File: src/rtl/uart_tx_pkg.sv
// Shared constants and FSM encoding for the UART transmitter.
package uart_tx_pkg;
    localparam int SIZEDATA     = 8;
    localparam int SB_TICK      = 16;
    localparam int PARITY_WIDTH = 1;
    localparam int OVERSAMPLE   = 16;

    typedef enum logic [2:0] {IDLE, START, DATA, PARITY, STOP} state_t;
endpackage

File: src/rtl/uart_tx_if.sv
// Handshake/data bundle between a frame source and uart_tx.
interface uart_tx_if import uart_tx_pkg::*; #(
    parameter int DATA_W = SIZEDATA,
    parameter int PAR_W  = PARITY_WIDTH
);
    logic              i_tick;
    logic              i_tx_start;
    logic [DATA_W-1:0] i_tx_data;
    logic [PAR_W-1:0]  i_tx_parity;
    logic              o_tx;
    logic              o_tx_busy;
    logic              o_tx_done;

    modport master (
        output i_tick, i_tx_start, i_tx_data, i_tx_parity,
        input  o_tx, o_tx_busy, o_tx_done
    );
    modport slave (
        input  i_tick, i_tx_start, i_tx_data, i_tx_parity,
        output o_tx, o_tx_busy, o_tx_done
    );
endinterface

File: src/rtl/uart_tx.sv
// UART transmitter: start, SIZEDATA data bits LSB first, one parity bit, stop.
// Bit timing comes from an external 16x oversampling tick.
module uart_tx #(
    parameter int SIZEDATA     = uart_tx_pkg::SIZEDATA,
    parameter int SB_TICK      = uart_tx_pkg::SB_TICK,
    parameter int PARITY_WIDTH = uart_tx_pkg::PARITY_WIDTH
) (
    input logic      i_clock,
    input logic      i_reset,
    uart_tx_if.slave bus
);
    import uart_tx_pkg::*;

    localparam int            BW        = (SIZEDATA > 1) ? $clog2(SIZEDATA) : 1;
    localparam logic [3:0]    TICK_LAST = 4'(OVERSAMPLE - 1);
    localparam logic [3:0]    STOP_LAST = 4'(SB_TICK - 1);
    localparam logic [BW-1:0] BIT_LAST  = BW'(SIZEDATA - 1);

    state_t                  state, state_n;
    logic [3:0]              tick_cnt, tick_n;
    logic [BW-1:0]           bit_cnt, bit_n;
    logic [SIZEDATA-1:0]     sh, sh_n, sh_shr;
    logic [PARITY_WIDTH-1:0] par, par_n;
    logic                    tx, tx_n;
    logic                    done;

    assign sh_shr = sh >> 1;

    always_ff @(posedge i_clock or posedge i_reset) begin
        if (i_reset) begin
            state    <= IDLE;
            tick_cnt <= '0;
            bit_cnt  <= '0;
            sh       <= '0;
            par      <= '0;
            tx       <= 1'b1;
        end else begin
            state    <= state_n;
            tick_cnt <= tick_n;
            bit_cnt  <= bit_n;
            sh       <= sh_n;
            par      <= par_n;
            tx       <= tx_n;
        end
    end

    // tx_n is the line level for the state being entered, so o_tx stays registered
    always_comb begin
        state_n = state;
        tick_n  = tick_cnt;
        bit_n   = bit_cnt;
        sh_n    = sh;
        par_n   = par;
        tx_n    = tx;
        done    = 1'b0;
        case (state)
            IDLE: begin
                tx_n = 1'b1;
                if (bus.i_tx_start) begin
                    sh_n    = bus.i_tx_data;
                    par_n   = bus.i_tx_parity;
                    tick_n  = '0;
                    bit_n   = '0;
                    state_n = START;
                    tx_n    = 1'b0;
                end
            end
            START: if (bus.i_tick) begin
                if (tick_cnt == TICK_LAST) begin
                    tick_n  = '0;
                    state_n = DATA;
                    tx_n    = sh[0];
                end else tick_n = tick_cnt + 4'd1;
            end
            DATA: if (bus.i_tick) begin
                if (tick_cnt == TICK_LAST) begin
                    tick_n = '0;
                    sh_n   = sh_shr;
                    bit_n  = bit_cnt + 1'b1;
                    if (bit_cnt == BIT_LAST) begin
                        state_n = PARITY;
                        tx_n    = par[0];
                    end else tx_n = sh_shr[0];
                end else tick_n = tick_cnt + 4'd1;
            end
            PARITY: if (bus.i_tick) begin
                if (tick_cnt == TICK_LAST) begin
                    tick_n  = '0;
                    state_n = STOP;
                    tx_n    = 1'b1;
                end else tick_n = tick_cnt + 4'd1;
            end
            STOP: if (bus.i_tick) begin
                if (tick_cnt == STOP_LAST) begin
                    tick_n  = '0;
                    state_n = IDLE;
                    done    = 1'b1;
                end else tick_n = tick_cnt + 4'd1;
            end
            default: state_n = IDLE;
        endcase
    end

    assign bus.o_tx      = tx;
    assign bus.o_tx_busy = (state != IDLE);
    assign bus.o_tx_done = done;
endmodule

File: src/flat_wrapper.sv
// flat-port wrapper written by rule: the top's interface ports become plain ports
module uart_tx_flat import uart_tx_pkg::*;
#(
    parameter int SIZEDATA     = uart_tx_pkg::SIZEDATA,
    parameter int SB_TICK      = uart_tx_pkg::SB_TICK,
    parameter int PARITY_WIDTH = uart_tx_pkg::PARITY_WIDTH
)
  (i_clock, i_reset, bus_i_tick, bus_i_tx_start, bus_i_tx_data, bus_i_tx_parity, bus_o_tx, bus_o_tx_busy, bus_o_tx_done);
  uart_tx_if bus_i ();
  input logic i_clock;
  input logic i_reset;
  input wire logic [$bits(bus_i.i_tick)-1:0] bus_i_tick;
  input wire logic [$bits(bus_i.i_tx_start)-1:0] bus_i_tx_start;
  input wire logic [$bits(bus_i.i_tx_data)-1:0] bus_i_tx_data;
  input wire logic [$bits(bus_i.i_tx_parity)-1:0] bus_i_tx_parity;
  output wire logic [$bits(bus_i.o_tx)-1:0] bus_o_tx;
  output wire logic [$bits(bus_i.o_tx_busy)-1:0] bus_o_tx_busy;
  output wire logic [$bits(bus_i.o_tx_done)-1:0] bus_o_tx_done;
  assign bus_i.i_tick = bus_i_tick;
  assign bus_i.i_tx_start = bus_i_tx_start;
  assign bus_i.i_tx_data = bus_i_tx_data;
  assign bus_i.i_tx_parity = bus_i_tx_parity;
  assign bus_o_tx = bus_i.o_tx;
  assign bus_o_tx_busy = bus_i.o_tx_busy;
  assign bus_o_tx_done = bus_i.o_tx_done;
  uart_tx #(.SIZEDATA(SIZEDATA), .SB_TICK(SB_TICK), .PARITY_WIDTH(PARITY_WIDTH)) u_core (.i_clock(i_clock), .i_reset(i_reset), .bus(bus_i));
endmodule
File: config.mk
export PLATFORM = sky130hd
export DESIGN_NAME = uart_tx_flat
export DESIGN_NICKNAME = d
export VERILOG_FILES = /design/src/rtl/uart_tx_pkg.sv /design/src/rtl/uart_tx_if.sv /design/src/rtl/uart_tx.sv /design/src/flat_wrapper.sv
export SDC_FILE = /design/constraint.sdc
export NUM_CORES = 1
export LEC_CHECK = 0
export ABC_CLOCK_PERIOD_IN_PS = 2020
export BUFFER_PORTS_ARGS = -buffer_cell sky130_fd_sc_hd__buf_2
export CAP_MARGIN = 5
export CORE_AREA = 2 2 50 52
export CTS_BUF_LIST = sky130_fd_sc_hd__clkbuf_16
export CTS_CLUSTER_SIZE = 8
export DETAILED_ROUTE_END_ITERATION = 12
export DIE_AREA = 0 0 52 54
export PLACE_DENSITY_LB_ADDON = 0.15
export SYNTH_ARGS = -nofsm -noshare
export SYNTH_HDL_FRONTEND = slang
export SYNTH_SLANG_ARGS = --single-unit
File: constraint.sdc
create_clock -name i_clock -period 2.02 [get_ports i_clock]
set_input_delay 0 -clock i_clock [delete_from_list [all_inputs] [get_ports i_clock]]
set_output_delay 0 -clock i_clock [all_outputs]
set_load 0.01 [all_outputs]
==> results of run 1 <==
-- kinds of logic (layout without fill, tap and decap cells) --
logic type	count (synthesis)	count (layout)	synth area share
compound gates	36	36	0.216
xor+xnor	2	2	0.0210
fa+ha+maj	3	3	0.0315
buf+inv	10	28	0.0526
flops	20	20	0.422
mux	13	13	0.113
simple gates	29	29	0.145
-- power by group --
group,total [mW],leakage [nW],internal [mW],switching [mW]
clock,0.407,0.0385,0.264,0.143
sequential,0.661,0.246,0.549,0.112
combinational,0.594,0.328,0.266,0.328
total,1.66,0.612,1.08,0.584
-- how the worst max path moves through the flow --
stage                         endpoint  slack (ns)  cells past startpoint
after global routing      u_core.sh[3]        0.21                      5
after global placement    u_core.sh[6]        0.39                      5
after floorplan           u_core.sh[0]        0.45                      6
final                     u_core.sh[5]        0.33                      5
after detailed placement  u_core.sh[5]        0.35                      5
after CTS                 u_core.sh[5]        0.34                      5
-- cells in the mapped netlist, drive strengths merged (2+ instances only) --
master,n
o22ai,2
nand2,10
inv,4
a21oi,5
ha,3
nand4,2
mux2i,10
dfrtp,19
mux2,3
o31ai,2
a22o,5
nor2b,2
buf,6
o21ai,18
nor2,6
nand3,2
-- registers in the layout, summed over array words and instances, names as in the netlist --
signal,count
u_core.sh,8
u_core.tick_cnt,4
u_core.bit_cnt,3
u_core.state,3
u_core.bus.o_tx,1
u_core.par,1
-- layer usage --
layer / global-route usage / vias up / part of all wire / wire [um]
li1: - / 453 / - / -
met1: 0.250 / 430 / 0.46 / 1070
met2: 0.335 / 18 / 0.48 / 1120
met3: 0.0444 / 4 / 0.042 / 96
met4: 0.0833 / 0 / 0.010 / 24
met5: 0 / - / 0 / 0
-- repair_timing --
action | CTS | global route
buffers inserted | 0 | 0
hold endpoints to repair | 20 | 0
gates resized for setup | 0 | 0
hold buffers | 2 | 0
-- placed cells by master (no fill, tap or decap), types with 3 or more instances in the layout --
master      n
dfrtp_1    19
buf_2      15
nand2_1    10
mux2i_1    10
o21ai_0     9
o21ai_2     7
a22o_1      5
inv_1       4
a21oi_1     4
nor2_1      3
ha_1        3
clkbuf_16   3
buf_4       3
-- through the flow --
stage / setup slack, ns / instances
final: 0.331 / 161
after global routing: 0.207 / 161
after CTS: 0.340 / 161
after detailed placement: 0.353 / 155
after global placement: 0.392 / 155
after floorplan: 0.447 / 113
-- area by class of cell --
cell class	count	share of cell area
multi-input combinational	83	0.455
inverter	4	0.0109
timing repair buffer	20	0.0855
tap	30	0.0273
clock buffer	3	0.0545
clock inverter	1	0.00273
sequential	20	0.365
-- worst max-delay path, cell delays in order (launching register included) --
cell and delay (ns):
dfrtp_1 0.42, ha_1 0.29, and4_1 0.29, a21oi_4 0.26
nand2b_4 0.24, o21ai_2 0.07
==> results by group, run 1 <==
Die
  • Starting Density: 0.513
  • Cell row count: 18
  • Die ar.: 0.00281 mm^2
  • I/O pins: 16
  • Die Height: 54 um
  • Core Footprint: 0.00232 mm^2
  • Die width: 52 um

GRT
  • First-pass GRT wire length: 4.11 mm
  • Grt ovf: 0
  • Initial antenna violation count: 0
  • GRT Util Overall: 0.200
  • Vias in the first global route: 944
  • Largest net degree at the start of global routing: 21

Cells and area
  • Register area: 502 um^2
  • Ant diodes: 0
  • Fraction of layout cells with a size suffix above 1: 0.290
  • Design Area, Final: 0.00138 mm^2
  • Core Util, Final: 0.593
  • Fill count: 207
  • Multi-input combinational cell area: 626 um^2
  • Area grow syn2layout: 15.7%
  • Nets: 148

Place
  • HPWL Detailed: 1.64 mm
  • Port buffer count: 15
  • Placed cell area: 0.00128 mm^2
  • GP Congestion: 0.772

Yosys
  • Post-synth ARST share: 1.00
  • Synth Flop Type: dfrtp_1
  • Avg Cell Area, Syn: 10.5 um^2
  • Unique cell type count in the Yosys netlist: 39
  • Area leader, netlist: dfrtp_1
  • Syn. warnings: 0
  • Leading post-synthesis cells by cell area: dfrtp_1 40%, mux2i_1 8.4%, o21ai_2 5.2%
  • Synthesized instance count: 113
  • Sequential area share after synthesis: 0.422
  • Post-Syn Area: 0.00119 mm^2
  • Synth Net Count: 129
  • Yosys reg bits: 20
  • Share of the synthesized area in the top cell type: 0.400
  • EDFF count, synth: 0

Setup path
  • WS Path Type: flip-flop to flip-flop
  • Nature of the critical path startpoint: flip-flop
  • CP arrival: 1.82 ns
  • Crit-path max FO: 8
  • Critical Path RT: 2.16 ns
  • RR Startpoint: u_core.tick_cnt[0]
  • Cells on worst reg2reg path: 5
  • CP endpoint kind: flip-flop
  • Worst r2r dst: u_core.sh[5]
  • Crit. Startpoint: u_core.tick_cnt[0]
  • Worst R2R Setup Slack: 0.33 ns

Clocking
  • Worst skew pair latency: 0.25 ns
  • Htree depth: 1
  • Num CTS Buffers: 3
  • Root Driver: clkbuf_16
  • Clk buf depth: 2
  • TritonCTS clock tree: done
  • Sinks on Clock Net: 20
  • CTS clk-pin slew, worst paths: 0.06 ns

Power
  • Peak VDD IR: 0.839 mV
  • Final Power: 1.66 mW
  • P_leak: 0.612 nW
  • Power Dens Cells: 1210 mW/mm^2

STA
  • Setup violators final: 0
  • Post-route minimum period: 1.69 ns
  • Total negative slack: 0 ns
  • Slew of the pin with the lowest slew margin: 0.753 ns
  • Slew headroom: 0.497
  • Unrepaired setup endpoints after global routing: false
  • Fin. Hold Viols: 0
  • Slew Viols, Final: 0
  • Max Freq: 592 MHz
  • Hold_ws: 0.0210 ns
  • Period Utilization, post-route: 0.836
  • Clock Skews: 0.00239 ns

Min path
  • Hold path startpoint: bus_i_tx_data[0]
  • Hold path depth: 3
  • Hold Crit Endpoint: u_core.sh[0]
  • Min-delay worst type: primary input to flip-flop

Drt
  • Vias per cell: 5.62
  • Initial DRT Pass Iterations: 4
  • DRC: 0
  • Routed vias: 905
  • Total Wirelength: 2.30 mm
  • ANT nets after route: 0
  • Initial DRC count: 18
  • Wire length per cell: 14.3 um

Run
  • Max-cap violations: 0

Run status
  • Outcome: finished, final reports clean
(Power assumes the default switching activity.)
==> run 2, diff against run 1 <==
Settings changed: ABC_AREA set to 1, ABC_CLOCK_PERIOD_IN_PS 2020 to 1600, CORE_AREA 2 2 50 52 to 2 2 51 53, DIE_AREA 0 0 52 54 to 0 0 53 55.
Clock period 2.02 ns to 1.6 ns, I/O delays scaled along.
==> run 2 against run 1 <==
Via count grew 23%. Sequential share of layout area shrank 3.0 points. Synthesized cell count grew 44%. Die area grew 3.8%. Worst setup slack lost 0.21 ns. Utilization grew 4.3 points. Non-clock buffer count is the same. Register-to-register slack lost 0.21 ns. Cell count grew 32%. First-iteration DRC count shrank 17%. Final area grew 9.3%. Critical path type unchanged. Synthesized area grew 9.8%.
==> results by group, run 2 <==
Clocking
  • CTS clk-pin slew, worst paths: 0.06 ns
  • Sinks on Clock Net: 20
  • TritonCTS clock tree: done
  • Clk buf depth: 2
  • Post-CTS Setup Bufs: 0
  • Htree depth: 1
  • Root Driver: clkbuf_16
  • Num CTS Buffers: 3
  • Worst skew pair latency: 0.25 ns

Die
  • Core Footprint: 0.00236 mm^2
  • I/O pins: 16
  • Die ar.: 0.00292 mm^2
  • Die Height: 55 um
  • Cell row count: 18
  • Die width: 53 um
  • Starting Density: 0.552

Run
  • Max-cap violations: 0

Yosys
  • Synthesized instance count: 163
  • EDFF count, synth: 0
  • Area leader, netlist: dfrtp_1
  • Share of the synthesized area in the top cell type: 0.364
  • Avg Cell Area, Syn: 8.01 um^2
  • Post-synth top cells: 45 x nand2_1, 20 x inv_1, 19 x dfrtp_1
  • Leading post-synthesis cells by cell area: dfrtp_1 36%, nand2_1 13%, inv_1 5.7%
  • Yosys reg bits: 20
  • Unique cell type count in the Yosys netlist: 28
  • Post-Syn Area: 0.00131 mm^2
  • Post-synth ARST share: 1.00
  • Synth Net Count: 179
  • Sequential area share after synthesis: 0.384
  • Count leader, synth: nand2_1
  • Syn. warnings: 0
  • Synth Flop Type: dfrtp_1

Drt
  • Initial DRT Pass Iterations: 4
  • ANT nets after route: 0
  • Routed vias: 1115
  • Initial DRC count: 15
  • Total Wirelength: 2.62 mm
  • DRC: 0
  • Wire length per cell: 12.3 um
  • Vias per cell: 5.23

Power
  • Peak VDD IR: 1.19 mV
  • Final Power: 2.61 mW
  • P_leak: 0.800 nW
  • Power Dens Cells: 1730 mW/mm^2

Setup path
  • CP arrival: 1.65 ns
  • CP cell instances: ha_1 -> nand2_2 -> nor2_2 -> nand4_4 -> nand2_4 -> nand3_2 -> o21ai_2
  • Nature of the critical path startpoint: flip-flop
  • Top delay family on crit path: simple AND/OR/NAND/NOR gates
  • Worst Path Buf+Inv: 0
  • Slowest cell delay on critical path: 0.40 ns
  • Critical-path top delay cell: dfrtp_1
  • Critical Path RT: 1.78 ns
  • Crit-path max FO: 10
  • CP endpoint kind: flip-flop
  • WS Path Type: flip-flop to flip-flop

GRT
  • Largest net degree at the start of global routing: 21
  • Grt ovf: 0
  • GRT Util Overall: 0.213
  • Vias in the first global route: 1034
  • First-pass GRT wire length: 4.49 mm
  • Initial antenna violation count: 0

Cells and area
  • Core Util, Final: 0.636
  • Ant diodes: 0
  • Commonest non-fill, non-tap cell in the layout: nand2_1
  • Most frequent cells in the layout: 45 x nand2_1, 20 x inv_1, 18 x dfrtp_1
  • Fill count: 231
  • Biggest regs: u_core.sh (8), u_core.tick_cnt (4)
  • Largest Register: u_core.sh
  • Max reg flops: 8
  • Area grow syn2layout: 15.1%
  • Nets: 200
  • Design Area, Final: 0.00150 mm^2
  • Fraction of layout cells with a size suffix above 1: 0.257

STA
  • Max Freq: 677 MHz
  • Slew Viols, Final: 0
  • Clock Skews: 0.00410 ns
  • Post-route minimum period: 1.48 ns
  • Slew of the pin with the lowest slew margin: 0.339 ns
  • Fin. Hold Viols: 0
  • Slew headroom: 0.774
  • Period Utilization, post-route: 0.923
  • Unrepaired setup endpoints after global routing: true
  • Setup violators final: 0

Place
  • Placed cell area: 0.00137 mm^2
  • Port buffer count: 15
  • HPWL Detailed: 1.87 mm
  • GP Congestion: 0.874

Run status
  • Outcome: finished, final reports clean

Min path
  • Min-delay worst type: primary input to flip-flop
==> run 2: layout make-up <==
cell class	count	area, um^2	share of cell area
multi-input combinational	116	676	0.449
sequential	20	503	0.334
timing repair buffer	20	120	0.0799
inverter	23	88.8	0.0591
clock buffer	3	75.1	0.0499
tap	30	37.5	0.0250
clock inverter	1	3.75	0.00250
==> run 2: repair_timing <==
item,in CTS,in global routing
endpoints found under the hold margin,21,0
hold buffers,3,0
gates resized for setup,0,3
setup endpoints to repair,0,12
==> run 2: worst min-delay path, cell delays in order <==
cell	delay, ns
buf_2	0.13
nand3_1	0.08
nand2_1	0.05
==> run 2: final timing paths <==
kind	slack (ns)	to	depth (start not counted)	from
setup / recovery	0.12	u_core.bit_cnt[0]	7	u_core.tick_cnt[0]
hold / removal	0.04	u_core.par	3	bus_i_tx_start
setup reg to reg	0.12	u_core.bit_cnt[0]	7	u_core.tick_cnt[0]
hold reg to reg	0.47	u_core.bus.o_tx	2	u_core.bus.o_tx
max in group asynchronous	0.89	u_core.bus.o_tx	4	i_reset
min in group asynchronous	0.18	u_core.tick_cnt[1]	3	i_reset
==> run 2: through the flow <==
stage | worst slack (ns) | hold slack (ns) | std cells | setup TNS [ns]
2_1_floorplan | 0.289 | -0.0369 | 163 | 0
3_3_place_gp | 0.167 | -0.105 | 205 | 0
3_5_place_dp | 0.115 | -0.102 | 205 | 0
4_1_cts | 0.0975 | 0.0451 | 212 | 0
5_1_grt | -0.00243 | 0.0666 | 213 | -0.00243
6_report | 0.123 | 0.0441 | 213 | 0
==> run 2: report_power, final <==
part | switching (mW) | internal (mW)
clock network | 0.178 | 0.332
registers | 0.160 | 0.703
logic | 0.799 | 0.433
total | 1.14 | 1.47
==> run 2: per-layer routing <==
| layer | up-vias | wire length (um) | GRT usage |
|---|---|---|---|
| li1 | 569 | - | - |
| met1 | 530 | 1170 | 0.264 |
| met2 | 14 | 1380 | 0.388 |
| met3 | 2 | 57 | 0.0242 |
| met4 | 0 | 13 | 0.0684 |
| met5 | - | 0 | 0 |
==> run 2: cell families after synthesis <==
family | after synthesis | share of synthesized area
AOI/OAI and AO/OA | 23 | 0.101
xor gates and xnor gates | 1 | 0.00671
and+or+nand+nor | 88 | 0.359
DFF | 20 | 0.384
adders and majority gates | 3 | 0.0287
buffers and inverters | 28 | 0.121
